--- src/rtl/ysyx_24120013_pkg.sv ---
// Shared encodings, FSM states and register-file sizing for the multi-cycle core.
// Defining YSYX_24120013_RV32E_EN selects the 16-register RV32E file and its index check.
package ysyx_24120013_pkg;
   localparam logic [6:0] OPC_LUI    = 7'b0110111;
   localparam logic [6:0] OPC_AUIPC  = 7'b0010111;
   localparam logic [6:0] OPC_OP_IMM = 7'b0010011;
   localparam logic [6:0] OPC_OP     = 7'b0110011;
   localparam logic [6:0] OPC_JAL    = 7'b1101111;
   localparam logic [6:0] OPC_JALR   = 7'b1100111;
   localparam logic [6:0] OPC_SYSTEM = 7'b1110011;

   localparam logic [31:0] EBREAK = 32'h0010_0073;

   typedef enum logic [1:0] {ST_IDLE, ST_FETCH, ST_EXEC, ST_HALT} state_t;

`ifdef YSYX_24120013_RV32E_EN
   localparam int NR_REGS = 16;
   localparam bit RV32E   = 1'b1;
`else
   localparam int NR_REGS = 32;
   localparam bit RV32E   = 1'b0;
`endif

   // Legal = supported encoding and, on RV32E, no used register field above x15.
   function automatic logic insn_legal(input logic [31:0] i);
      logic ok, rd_u, rs1_u, rs2_u;
      ok = 1'b0; rd_u = 1'b0; rs1_u = 1'b0; rs2_u = 1'b0;
      case (i[6:0])
         OPC_LUI, OPC_AUIPC, OPC_JAL: begin
            ok = 1'b1; rd_u = 1'b1;
         end
         OPC_OP_IMM, OPC_JALR: begin
            ok = (i[14:12] == 3'b000); rd_u = 1'b1; rs1_u = 1'b1;
         end
         OPC_OP: begin
            ok = (i[14:12] == 3'b000) && (i[31:25] == 7'b0);
            rd_u = 1'b1; rs1_u = 1'b1; rs2_u = 1'b1;
         end
         OPC_SYSTEM: ok = (i == EBREAK);
         default: ok = 1'b0;
      endcase
      if (RV32E && ((rd_u && i[11]) || (rs1_u && i[19]) || (rs2_u && i[24])))
         ok = 1'b0;
      return ok;
   endfunction
endpackage

--- src/rtl/ysyx_24120013_gpr.sv ---
// General-purpose register file: two async read ports, one sync write port, x0 reads zero.
// Latency: reads combinational, writes land at the clock edge; no backpressure.
// Backpressure: none, the write enable is always accepted.
module ysyx_24120013_gpr #(
   parameter int XLEN    = 32,
   parameter int NR_REGS = 32,
   parameter int AW      = $clog2(NR_REGS)
) (
   input  logic            clk,
   input  logic            rst,
   input  logic [AW-1:0]   ra1,
   input  logic [AW-1:0]   ra2,
   output logic [XLEN-1:0] rd1,
   output logic [XLEN-1:0] rd2,
   input  logic            we,
   input  logic [AW-1:0]   wa,
   input  logic [XLEN-1:0] wd
);
   logic [XLEN-1:0] regs [NR_REGS];

   always_ff @(posedge clk or posedge rst) begin
      if (rst) begin
         for (int i = 0; i < NR_REGS; i++) regs[i] <= '0;
      end else if (we && (wa != '0)) begin
         regs[wa] <= wd;
      end
   end

   assign rd1 = (ra1 == '0) ? '0 : regs[ra1];
   assign rd2 = (ra2 == '0) ? '0 : regs[ra2];
endmodule

--- src/rtl/ysyx_24120013_core_mc.sv ---
// Multi-cycle RV32I-subset core (lui/auipc/addi/add/jal/jalr/ebreak); YSYX_24120013_RV32E_EN selects RV32E.
// Latency: 2 cycles per instruction plus fetch wait states; results land at the EXEC edge.
// Backpressure: FETCH holds ifetch_req/ifetch_addr stable until ifetch_valid is seen.
module ysyx_24120013_core_mc
   import ysyx_24120013_pkg::*;
#(
   parameter int              XLEN     = 32,
   parameter logic [XLEN-1:0] RESET_PC = 32'h8000_0000
) (
   input  logic            clk,
   input  logic            rst,
   output logic            ifetch_req,
   output logic [XLEN-1:0] ifetch_addr,
   input  logic            ifetch_valid,
   input  logic [31:0]     ifetch_data,
   output logic [XLEN-1:0] pc,
   output logic            commit,
   output logic            halt,
   output logic [XLEN-1:0] halt_code,
   output logic            illegal
);
   localparam int AW = $clog2(NR_REGS);

   state_t          state;
   logic [31:0]     ir;
   logic            legal, is_ebreak, wen_dec, wen;
   logic [AW-1:0]   rs2_a;
   logic [XLEN-1:0] rs1_dat, rs2_dat, wdat, npc, pc_seq, jalr_sum;
   logic [XLEN-1:0] imm_i, imm_u, imm_j;

   assign ifetch_addr = pc;
   assign legal       = insn_legal(ir);
   assign is_ebreak   = (ir == EBREAK);
   assign wen         = (state == ST_EXEC) && legal && wen_dec;
   // ebreak has no rs2, so its second read port fetches a0 for halt_code.
   assign rs2_a       = is_ebreak ? AW'(10) : ir[20 +: AW];

   ysyx_24120013_gpr #(.XLEN(XLEN), .NR_REGS(NR_REGS), .AW(AW)) u_gpr (
      .clk (clk),
      .rst (rst),
      .ra1 (ir[15 +: AW]),
      .ra2 (rs2_a),
      .rd1 (rs1_dat),
      .rd2 (rs2_dat),
      .we  (wen),
      .wa  (ir[7 +: AW]),
      .wd  (wdat)
   );

   assign imm_i    = {{(XLEN-12){ir[31]}}, ir[31:20]};
   assign imm_u    = {ir[31:12], 12'b0};
   assign imm_j    = {{(XLEN-20){ir[31]}}, ir[19:12], ir[20], ir[30:21], 1'b0};
   assign pc_seq   = pc + XLEN'(4);
   assign jalr_sum = rs1_dat + imm_i;

   always_comb begin
      wen_dec = 1'b0;
      wdat    = '0;
      npc     = pc_seq;
      case (ir[6:0])
         OPC_LUI:    begin wen_dec = 1'b1; wdat = imm_u;             end
         OPC_AUIPC:  begin wen_dec = 1'b1; wdat = pc + imm_u;        end
         OPC_OP_IMM: begin wen_dec = 1'b1; wdat = rs1_dat + imm_i;   end
         OPC_OP:     begin wen_dec = 1'b1; wdat = rs1_dat + rs2_dat; end
         OPC_JAL: begin
            wen_dec = 1'b1; wdat = pc_seq; npc = pc + imm_j;
         end
         OPC_JALR: begin
            wen_dec = 1'b1; wdat = pc_seq; npc = jalr_sum & ~XLEN'(1);
         end
         default: wen_dec = 1'b0;
      endcase
   end

   always_ff @(posedge clk or posedge rst) begin
      if (rst) begin
         state      <= ST_IDLE;
         pc         <= RESET_PC;
         ir         <= '0;
         ifetch_req <= 1'b0;
         commit     <= 1'b0;
         halt       <= 1'b0;
         halt_code  <= '0;
         illegal    <= 1'b0;
      end else begin
         case (state)
            ST_IDLE: begin
               state      <= ST_FETCH;
               ifetch_req <= 1'b1;
            end
            ST_FETCH: if (ifetch_valid) begin
               // commit is decided from the incoming word so it is high for the whole EXEC cycle.
               ir         <= ifetch_data;
               commit     <= insn_legal(ifetch_data);
               ifetch_req <= 1'b0;
               state      <= ST_EXEC;
            end
            ST_EXEC: begin
               commit <= 1'b0;
               if (!legal) begin
                  halt    <= 1'b1;
                  illegal <= 1'b1;
                  state   <= ST_HALT;
               end else if (is_ebreak) begin
                  halt      <= 1'b1;
                  halt_code <= rs2_dat;
                  state     <= ST_HALT;
               end else begin
                  pc         <= npc;
                  ifetch_req <= 1'b1;
                  state      <= ST_FETCH;
               end
            end
            default: state <= ST_HALT;
         endcase
      end
   end
endmodule

--- config.mk ---
export PLATFORM = sky130hd
export DESIGN_NAME = ysyx_24120013_core_mc
export DESIGN_NICKNAME = d
export VERILOG_FILES = /design/src/rtl/ysyx_24120013_pkg.sv /design/src/rtl/ysyx_24120013_gpr.sv /design/src/rtl/ysyx_24120013_core_mc.sv
export SDC_FILE = /design/constraint.sdc
export NUM_CORES = 2
export LEC_CHECK = 0
export BUFFER_PORTS_ARGS = -buffer_cell sky130_fd_sc_hd__buf_2
export CAP_MARGIN = 30
export CORE_MARGIN = 2
export CORE_UTILIZATION = 50
export DETAILED_ROUTE_END_ITERATION = 6
export PLACE_DENSITY = 0.65
export SLEW_MARGIN = 20
export SYNTH_ARGS = -nofsm -noshare
export SYNTH_HDL_FRONTEND = slang
export SYNTH_SLANG_ARGS = --single-unit
--- constraint.sdc ---
create_clock -name clk -period 119.2 [get_ports clk]
set_input_delay 17.88 -clock clk [delete_from_list [all_inputs] [get_ports clk]]
set_output_delay 17.88 -clock clk [all_outputs]
set_load 0.02 [all_outputs]
# Word level (Yosys, flattened, before mapping)
# Cells that the tools add are included.
dict set report totals {
  regBits 1126
  latchBits 0
  mem_bits_rw 0
  mem_bits_ro 0
  mem_count 0
}
dict set report classes {
  n_addsub 5
  n_mul 0
  n_div 0
  order_cmp 4
  n_eq_ne 22
  shifts 0
  muxes 29
  bitwise 5
  n_reduce_logical 29
}
# op n
set op_table {}
lappend op_table {{1024-bit bitwise mux} 1}
lappend op_table {{32-bit binary-select mux with 5-bit select} 2}
lappend op_table {{32-bit 2-to-1 mux} 7}
lappend op_table {{32-bit demux with 5-bit select} 1}
lappend op_table {{32-bit case mux with 5 select lines} 1}
lappend op_table {{32-bit adder} 4}
lappend op_table {{32-bit by 21-bit == test with 1-bit output, second input constant} 2}
lappend op_table {{32-bit case mux with 2 select lines} 1}
lappend op_table {{7-bit == test, second input constant} 6}
lappend op_table {{32-bit by 3-bit adder with 32-bit output, second input constant} 1}
lappend op_table {{7-bit by 5-bit == test with 1-bit output, second input constant} 4}
lappend op_table {{7-bit by 6-bit == test with 1-bit output, second input constant} 4}
lappend op_table {{6-bit >= comparator, second input constant} 3}
lappend op_table {{5-bit inverter with 6-bit output} 3}
lappend op_table {{7-bit zero test} 2}
lappend op_table {{5-bit zero test} 2}
lappend op_table {{1-bit case mux with 4 select lines} 2}
lappend op_table {{2-bit AND reduction} 4}
lappend op_table {{1-bit 2-to-1 mux} 7}
lappend op_table {{1-bit logical AND} 6}
lappend op_table {{3-bit zero test} 2}
lappend op_table {{6-bit by 1-bit less-than comparator with 1-bit output, second input constant} 1}
lappend op_table {{2-bit 2-to-1 mux} 3}
lappend op_table {{2-bit inequality test, second input constant} 3}
lappend op_table {{other kinds (17)} 22}

# Depth between registers and ports, before layout
dict set report logic_depth {
  word_depth 10
  ltp_mapped 25
}

# Cells and area by module
# Synthesis repeated with hierarchy kept, for this count alone.
dict set report hier_totals {
  cells_unflattened 5235
  area_unflattened_um2 66846.6
}
# module n_inst cells_per_inst area_per_inst_um2 seq_area_each_um2
set modules_own_cells {}
lappend modules_own_cells {ysyx_24120013_gpr 1 3728 54561.1 25624.6}
lappend modules_own_cells {ysyx_24120013_core_mc 1 1507 12285.5 2528.7}

# Worst setup path before layout
# Ideal clock, no wire load.
dict set report synth_timing {
  kind {input-to-reg}
  from {input ifetch_data[17]}
  to {register commit}
  setup_time_ns 0.083
  t_arrival_ns 19.093
  required_ns 119.117
  path_slack_ns 100.023
  path_stages 9
  path_buffers 0
  path_cell_list {nor4b_1 -> nand2_1 -> nor4_1 -> nand4b_1 -> a21oi_1 -> a21oi_1 -> nor4_1 -> a221oi_1 -> o21ai_0}
}
dict set report synth_via {
  elab_chain_len 4
}
# item line_no
set synth_lines {}
lappend synth_lines {{start, declared} ysyx_24120013_core_mc.sv:15} ;# input logic [31:0] ifetch_data,
lappend synth_lines {{32-bit by 21-bit == test with 1-bit output} ysyx_24120013_pkg.sv:39} ;# OPC_SYSTEM: ok = (i == EBREAK);
lappend synth_lines {{1-bit case mux with 4 select lines} ysyx_24120013_pkg.sv:28} ;# case (i[6:0])
lappend synth_lines {{1-bit 2-to-1 mux} ysyx_24120013_core_mc.sv:91} ;# ST_FETCH: if (ifetch_valid) begin
lappend synth_lines {{1-bit case mux with 2 select lines} ysyx_24120013_core_mc.sv:86} ;# case (state)
lappend synth_lines {{end signal, assigned} ysyx_24120013_core_mc.sv:94} ;# commit <= insn_legal(ifetch_data);
lappend synth_lines {{end, declared} ysyx_24120013_core_mc.sv:17} ;# output logic commit,
# Every way passes these cells. The select of a mux whose other input is x is not followed.
# A chain may end at the register's enable or synchronous reset.

==> impl_metrics.xml <==
<?xml version="1.0" encoding="UTF-8"?>
<metrics>
  <group name="sta">
    <metric name="layout_min_cycle_time" unit="ns">20.15</metric>
    <metric name="rsz0062_at_grt" unit="">no</metric>
    <metric name="setup_violations" unit="">0</metric>
    <metric name="period_share" unit="">0.1691</metric>
    <metric name="skew" unit="ns">0.03661</metric>
    <metric name="finalHoldViolCount" unit="">0</metric>
    <metric name="tightest_slew" unit="ns">1.100</metric>
    <metric name="setup_tns" unit="ns">0</metric>
    <metric name="clock.fmax" unit="MHz">49.62</metric>
    <metric name="slew_headroom" unit="">0.2455</metric>
    <metric name="timing_max_transition_violations_final" unit="">0</metric>
  </group>
  <group name="clock_network">
    <metric name="cts.sinks" unit="">1125</metric>
    <metric name="cts_resized" unit="">0</metric>
    <metric name="clock_tree.htree_level_count" unit="">3</metric>
    <metric name="cts.clk_slew.worst_paths" unit="ns">0.06</metric>
    <metric name="cts_root_buf" unit="">sky130_fd_sc_hd__clkbuf_16</metric>
    <metric name="cts-hold-fix-buffers" unit="">0</metric>
    <metric name="tritoncts.num_buffers" unit="">117</metric>
    <metric name="tritoncts" unit="">yes</metric>
    <metric name="post-cts-setup-buffer-count" unit="">0</metric>
    <metric name="clock_path_buffers" unit="">3</metric>
    <metric name="insertion_delay" unit="ns">0.77</metric>
  </group>
  <group name="yosys">
    <metric name="ys_seq_area_frac" unit="">0.4242</metric>
    <metric name="netlist_area" unit="um2">66370</metric>
    <metric name="synth-edff-count" unit="">0</metric>
    <metric name="synth_ff_type" unit="">sky130_fd_sc_hd__dfrtp_1</metric>
    <metric name="asyncSetResetFlopFracSynth" unit="">1.000</metric>
    <metric name="instance_count_of_the_mapped_netlist" unit="">6668</metric>
    <metric name="ys_seq_elements" unit="">1125</metric>
    <metric name="post_synth.cell_area_avg" unit="um2">9.954</metric>
    <metric name="yosys_warnings" unit="">0</metric>
    <metric name="synth_cell_type_count" unit="">95</metric>
  </group>
  <group name="setup_path">
    <metric name="worst-path-max-fanout" unit="">112</metric>
    <metric name="arrival" unit="ns">20.92</metric>
    <metric name="crit_path_start_kind" unit="">primary input</metric>
    <metric name="critPathCaptureType" unit="">asynchronous set/reset pin</metric>
    <metric name="setup.worst_path.class" unit="">in -&gt; async</metric>
    <metric name="critPathRequiredTime" unit="ns">119.97</metric>
  </group>
  <group name="job">
    <metric name="timing.max_cap.violations" unit="">0</metric>
  </group>
  <group name="floorplan">
    <metric name="initial_core_util" unit="">0.5043</metric>
    <metric name="boundaryPins" unit="">135</metric>
    <metric name="floorplan.core_area" unit="um2">131600</metric>
    <metric name="die-area" unit="um2">135700</metric>
    <metric name="floorplan.rows" unit="">133</metric>
    <metric name="width_of_the_die" unit="um">368.4</metric>
    <metric name="die_h" unit="um">368.4</metric>
  </group>
  <group name="power">
    <metric name="fin_total_pwr" unit="uW">797.8</metric>
    <metric name="power_frac_clock" unit="">0.509</metric>
    <metric name="switching_share" unit="">0.2190</metric>
    <metric name="sequentialPowerShare" unit="">0.479</metric>
    <metric name="p_leak" unit="uW">0.03040</metric>
    <metric name="power_report.internal_total" unit="uW">623.1</metric>
    <metric name="net-switching-power" unit="uW">174.7</metric>
    <metric name="power-per-cell-area" unit="nW/um2">10.87</metric>
    <metric name="max-vdd-ir-drop" unit="mV">0.01281</metric>
    <metric name="comb_power_share" unit="">0.012</metric>
  </group>
  <group name="routing">
    <metric name="firstDrtPassIters" unit="">6</metric>
    <metric name="viasPerCell" unit="">7.010</metric>
    <metric name="remaining_design_rule_violation_count" unit="">0</metric>
    <metric name="antenna_violating_nets_post_route" unit="">0</metric>
    <metric name="detail_route.iter0.violations" unit="">8351</metric>
    <metric name="finalWirelength" unit="um">261900</metric>
    <metric name="route.detailed.wl_per_inst" unit="um">31.42</metric>
    <metric name="vias" unit="">58440</metric>
  </group>
  <group name="place">
    <metric name="port-buffer-count" unit="">132</metric>
    <metric name="post_dp_cell_area" unit="um2">68850</metric>
    <metric name="gp_routability_congestion" unit="">0.9900</metric>
    <metric name="hpwl_after_detailed_placement" unit="um">168500</metric>
  </group>
  <group name="grt">
    <metric name="number_of_global_route_vias_before_repair" unit="">56530</metric>
    <metric name="top_usage_layer" unit="">met2</metric>
    <metric name="grt_start_max_net_pins" unit="">118</metric>
    <metric name="globalRouteTotalUtil" unit="">0.3837</metric>
    <metric name="grt_pass1_wl" unit="um">384400</metric>
    <metric name="gr-usage-met1" unit="">0.4937</metric>
    <metric name="global_route.usage.met2" unit="">0.5722</metric>
    <metric name="gr-total-overflow" unit="">0</metric>
    <metric name="grt_antenna_before_repair" unit="">11</metric>
    <metric name="gr-usage-met3" unit="">0.1227</metric>
  </group>
  <group name="finish">
    <metric name="finish.net_count" unit="">6616</metric>
    <metric name="area_delta_synth_final" unit="%">10.62</metric>
    <metric name="final_cell_area" unit="um2">73430</metric>
    <metric name="fin_util" unit="">0.5578</metric>
    <metric name="post_route_cells_drive_above_1_share" unit="">0.1849</metric>
  </group>
  <group name="outcome">
    <metric name="status" unit="">finished clean</metric>
  </group>
  <group name="hold_path">
    <metric name="holdCritPathClass" unit="">reg -&gt; reg</metric>
  </group>
</metrics>
Yosys cell counts, types with 53 or more instances:
cell | n | share of area
sky130_fd_sc_hd__a211oi_1 | 82 | 0.0093
sky130_fd_sc_hd__mux4_2 | 443 | 0.15
sky130_fd_sc_hd__o21ai_1 | 232 | 0.017
sky130_fd_sc_hd__a21o_1 | 53 | 0.0060
sky130_fd_sc_hd__a22oi_1 | 68 | 0.0077
sky130_fd_sc_hd__buf_2 | 61 | 0.0046
sky130_fd_sc_hd__mux2i_1 | 218 | 0.033
sky130_fd_sc_hd__dfrtp_1 | 1124 | 0.42
sky130_fd_sc_hd__nor2_1 | 526 | 0.030
sky130_fd_sc_hd__a221oi_1 | 71 | 0.0094
sky130_fd_sc_hd__mux2_2 | 70 | 0.012
sky130_fd_sc_hd__xnor2_1 | 59 | 0.0078
sky130_fd_sc_hd__buf_1 | 74 | 0.0042
sky130_fd_sc_hd__o31ai_1 | 70 | 0.0079
sky130_fd_sc_hd__nand3_1 | 107 | 0.0081
sky130_fd_sc_hd__a31oi_1 | 84 | 0.0079
sky130_fd_sc_hd__o22ai_1 | 59 | 0.0056
sky130_fd_sc_hd__a21oi_1 | 454 | 0.034
sky130_fd_sc_hd__ha_1 | 104 | 0.020
sky130_fd_sc_hd__clkbuf_1 | 498 | 0.028
sky130_fd_sc_hd__o21ai_0 | 567 | 0.043
sky130_fd_sc_hd__nor3_1 | 111 | 0.0084
sky130_fd_sc_hd__nand2_1 | 937 | 0.053
state kept, by name (all words and copies together), names as in the netlist:
name         flops
halt_code       32
ifetch_addr     31
commit           1
state            2
ir              32
halt             1
ifetch_req       1
u_gpr.regs    1024
illegal          1
final timing paths:
kind,from,endpoint,slack [ns],depth (start not counted)
worst max register to register,ir[20]$_DFFE_PP0P_,u_gpr.regs[892]$_DFFE_PP0P_,109.11,24
min in group asynchronous,rst,u_gpr.regs[832]$_DFFE_PP0P_,17.25,2
worst max-delay path,rst,u_gpr.regs[12]$_DFFE_PP0P_,99.05,7
max in group clk,ifetch_data[17],commit$_DFFE_PP0P_,99.46,10
worst min-delay path,u_gpr.regs[1013]$_DFFE_PP0P_,u_gpr.regs[1013]$_DFFE_PP0P_,0.40,0
worst min register to register,u_gpr.regs[1013]$_DFFE_PP0P_,u_gpr.regs[1013]$_DFFE_PP0P_,0.40,0
layout by cell type, fill, tap and decap left out, types with 36 or more instances in the layout:
master,instances
sky130_fd_sc_hd__dfrtp_1,1115
sky130_fd_sc_hd__nand2_1,927
sky130_fd_sc_hd__o21ai_0,566
sky130_fd_sc_hd__nor2_1,511
sky130_fd_sc_hd__a21oi_1,446
sky130_fd_sc_hd__mux4_2,443
sky130_fd_sc_hd__o21ai_1,232
sky130_fd_sc_hd__mux2i_1,218
sky130_fd_sc_hd__buf_4,185
sky130_fd_sc_hd__buf_2,133
sky130_fd_sc_hd__clkbuf_16,119
sky130_fd_sc_hd__nor3_1,107
sky130_fd_sc_hd__nand3_1,105
sky130_fd_sc_hd__ha_1,104
sky130_fd_sc_hd__a31oi_1,81
sky130_fd_sc_hd__a211oi_1,80
sky130_fd_sc_hd__o31ai_1,70
sky130_fd_sc_hd__mux2_2,70
sky130_fd_sc_hd__a22oi_1,67
sky130_fd_sc_hd__a221oi_1,63
sky130_fd_sc_hd__xnor2_1,58
sky130_fd_sc_hd__o22ai_1,58
sky130_fd_sc_hd__a21o_1,53
sky130_fd_sc_hd__nand4_1,41
sky130_fd_sc_hd__o211ai_1,41
sky130_fd_sc_hd__xor2_1,36
cell families after synthesis:
family	Yosys count	share of synthesized area
adders and majority gates	108	0.02081
DFF	1125	0.4242
and+or+nand+nor	1951	0.1275
buffers and inverters	697	0.04249
xor gates and xnor gates	95	0.01254
muxes	731	0.1951
other	1	0.00005650
AOI/OAI and AO/OA	1960	0.1774
worst max-delay path, cell delays in order:
cell,delay (ns)
sky130_fd_sc_hd__buf_2,0.13
sky130_fd_sc_hd__inv_8,0.49
sky130_fd_sc_hd__buf_4,0.53
sky130_fd_sc_hd__buf_12,0.30
sky130_fd_sc_hd__buf_4,0.28
sky130_fd_sc_hd__buf_16,0.30
sky130_fd_sc_hd__buf_4,0.71
routing by layer:
metal / wire length [um] / up-vias
li1: - / 24270
met1: 96410 / 29140
met2: 114800 / 4062
met3: 33920 / 945
met4: 16700 / 20
met5: 129 / -
power groups by stage:
stage                     logic, uW  registers, uW  clock network (uW)
after global routing           11.4            382                 424
after CTS                      9.42            382                 408
after floorplan                5.71            390                   0
after detailed placement       9.42            389                   0
final                          9.85            382                 406
after global placement         9.08            389                   0
layout make-up:
type                            count  area (um2)
Multi-Input combinational cell   4847       35900
Antenna cell                        4       10.01
Clock buffer                      164        3427
Tap cell                         1755        2196
Timing Repair Buffer              352        2746
Fill cell                       11410       58200
Inverter                           30       123.9
Sequential cell                  1125       28180
Clock inverter                     59       837.1
stage by stage:
stage	setup WS, ns	cells	hold WS (ns)
2_1_floorplan	69.64	6669	0.4413
3_3_place_gp	97.68	8077	0.3789
3_5_place_dp	97.63	8096	0.3833
4_1_cts	98.41	8319	0.3991
5_1_grt	98.64	8332	0.4117
6_report	99.05	8336	0.4004
No activity file was read; power rests on OpenSTA's default activity.
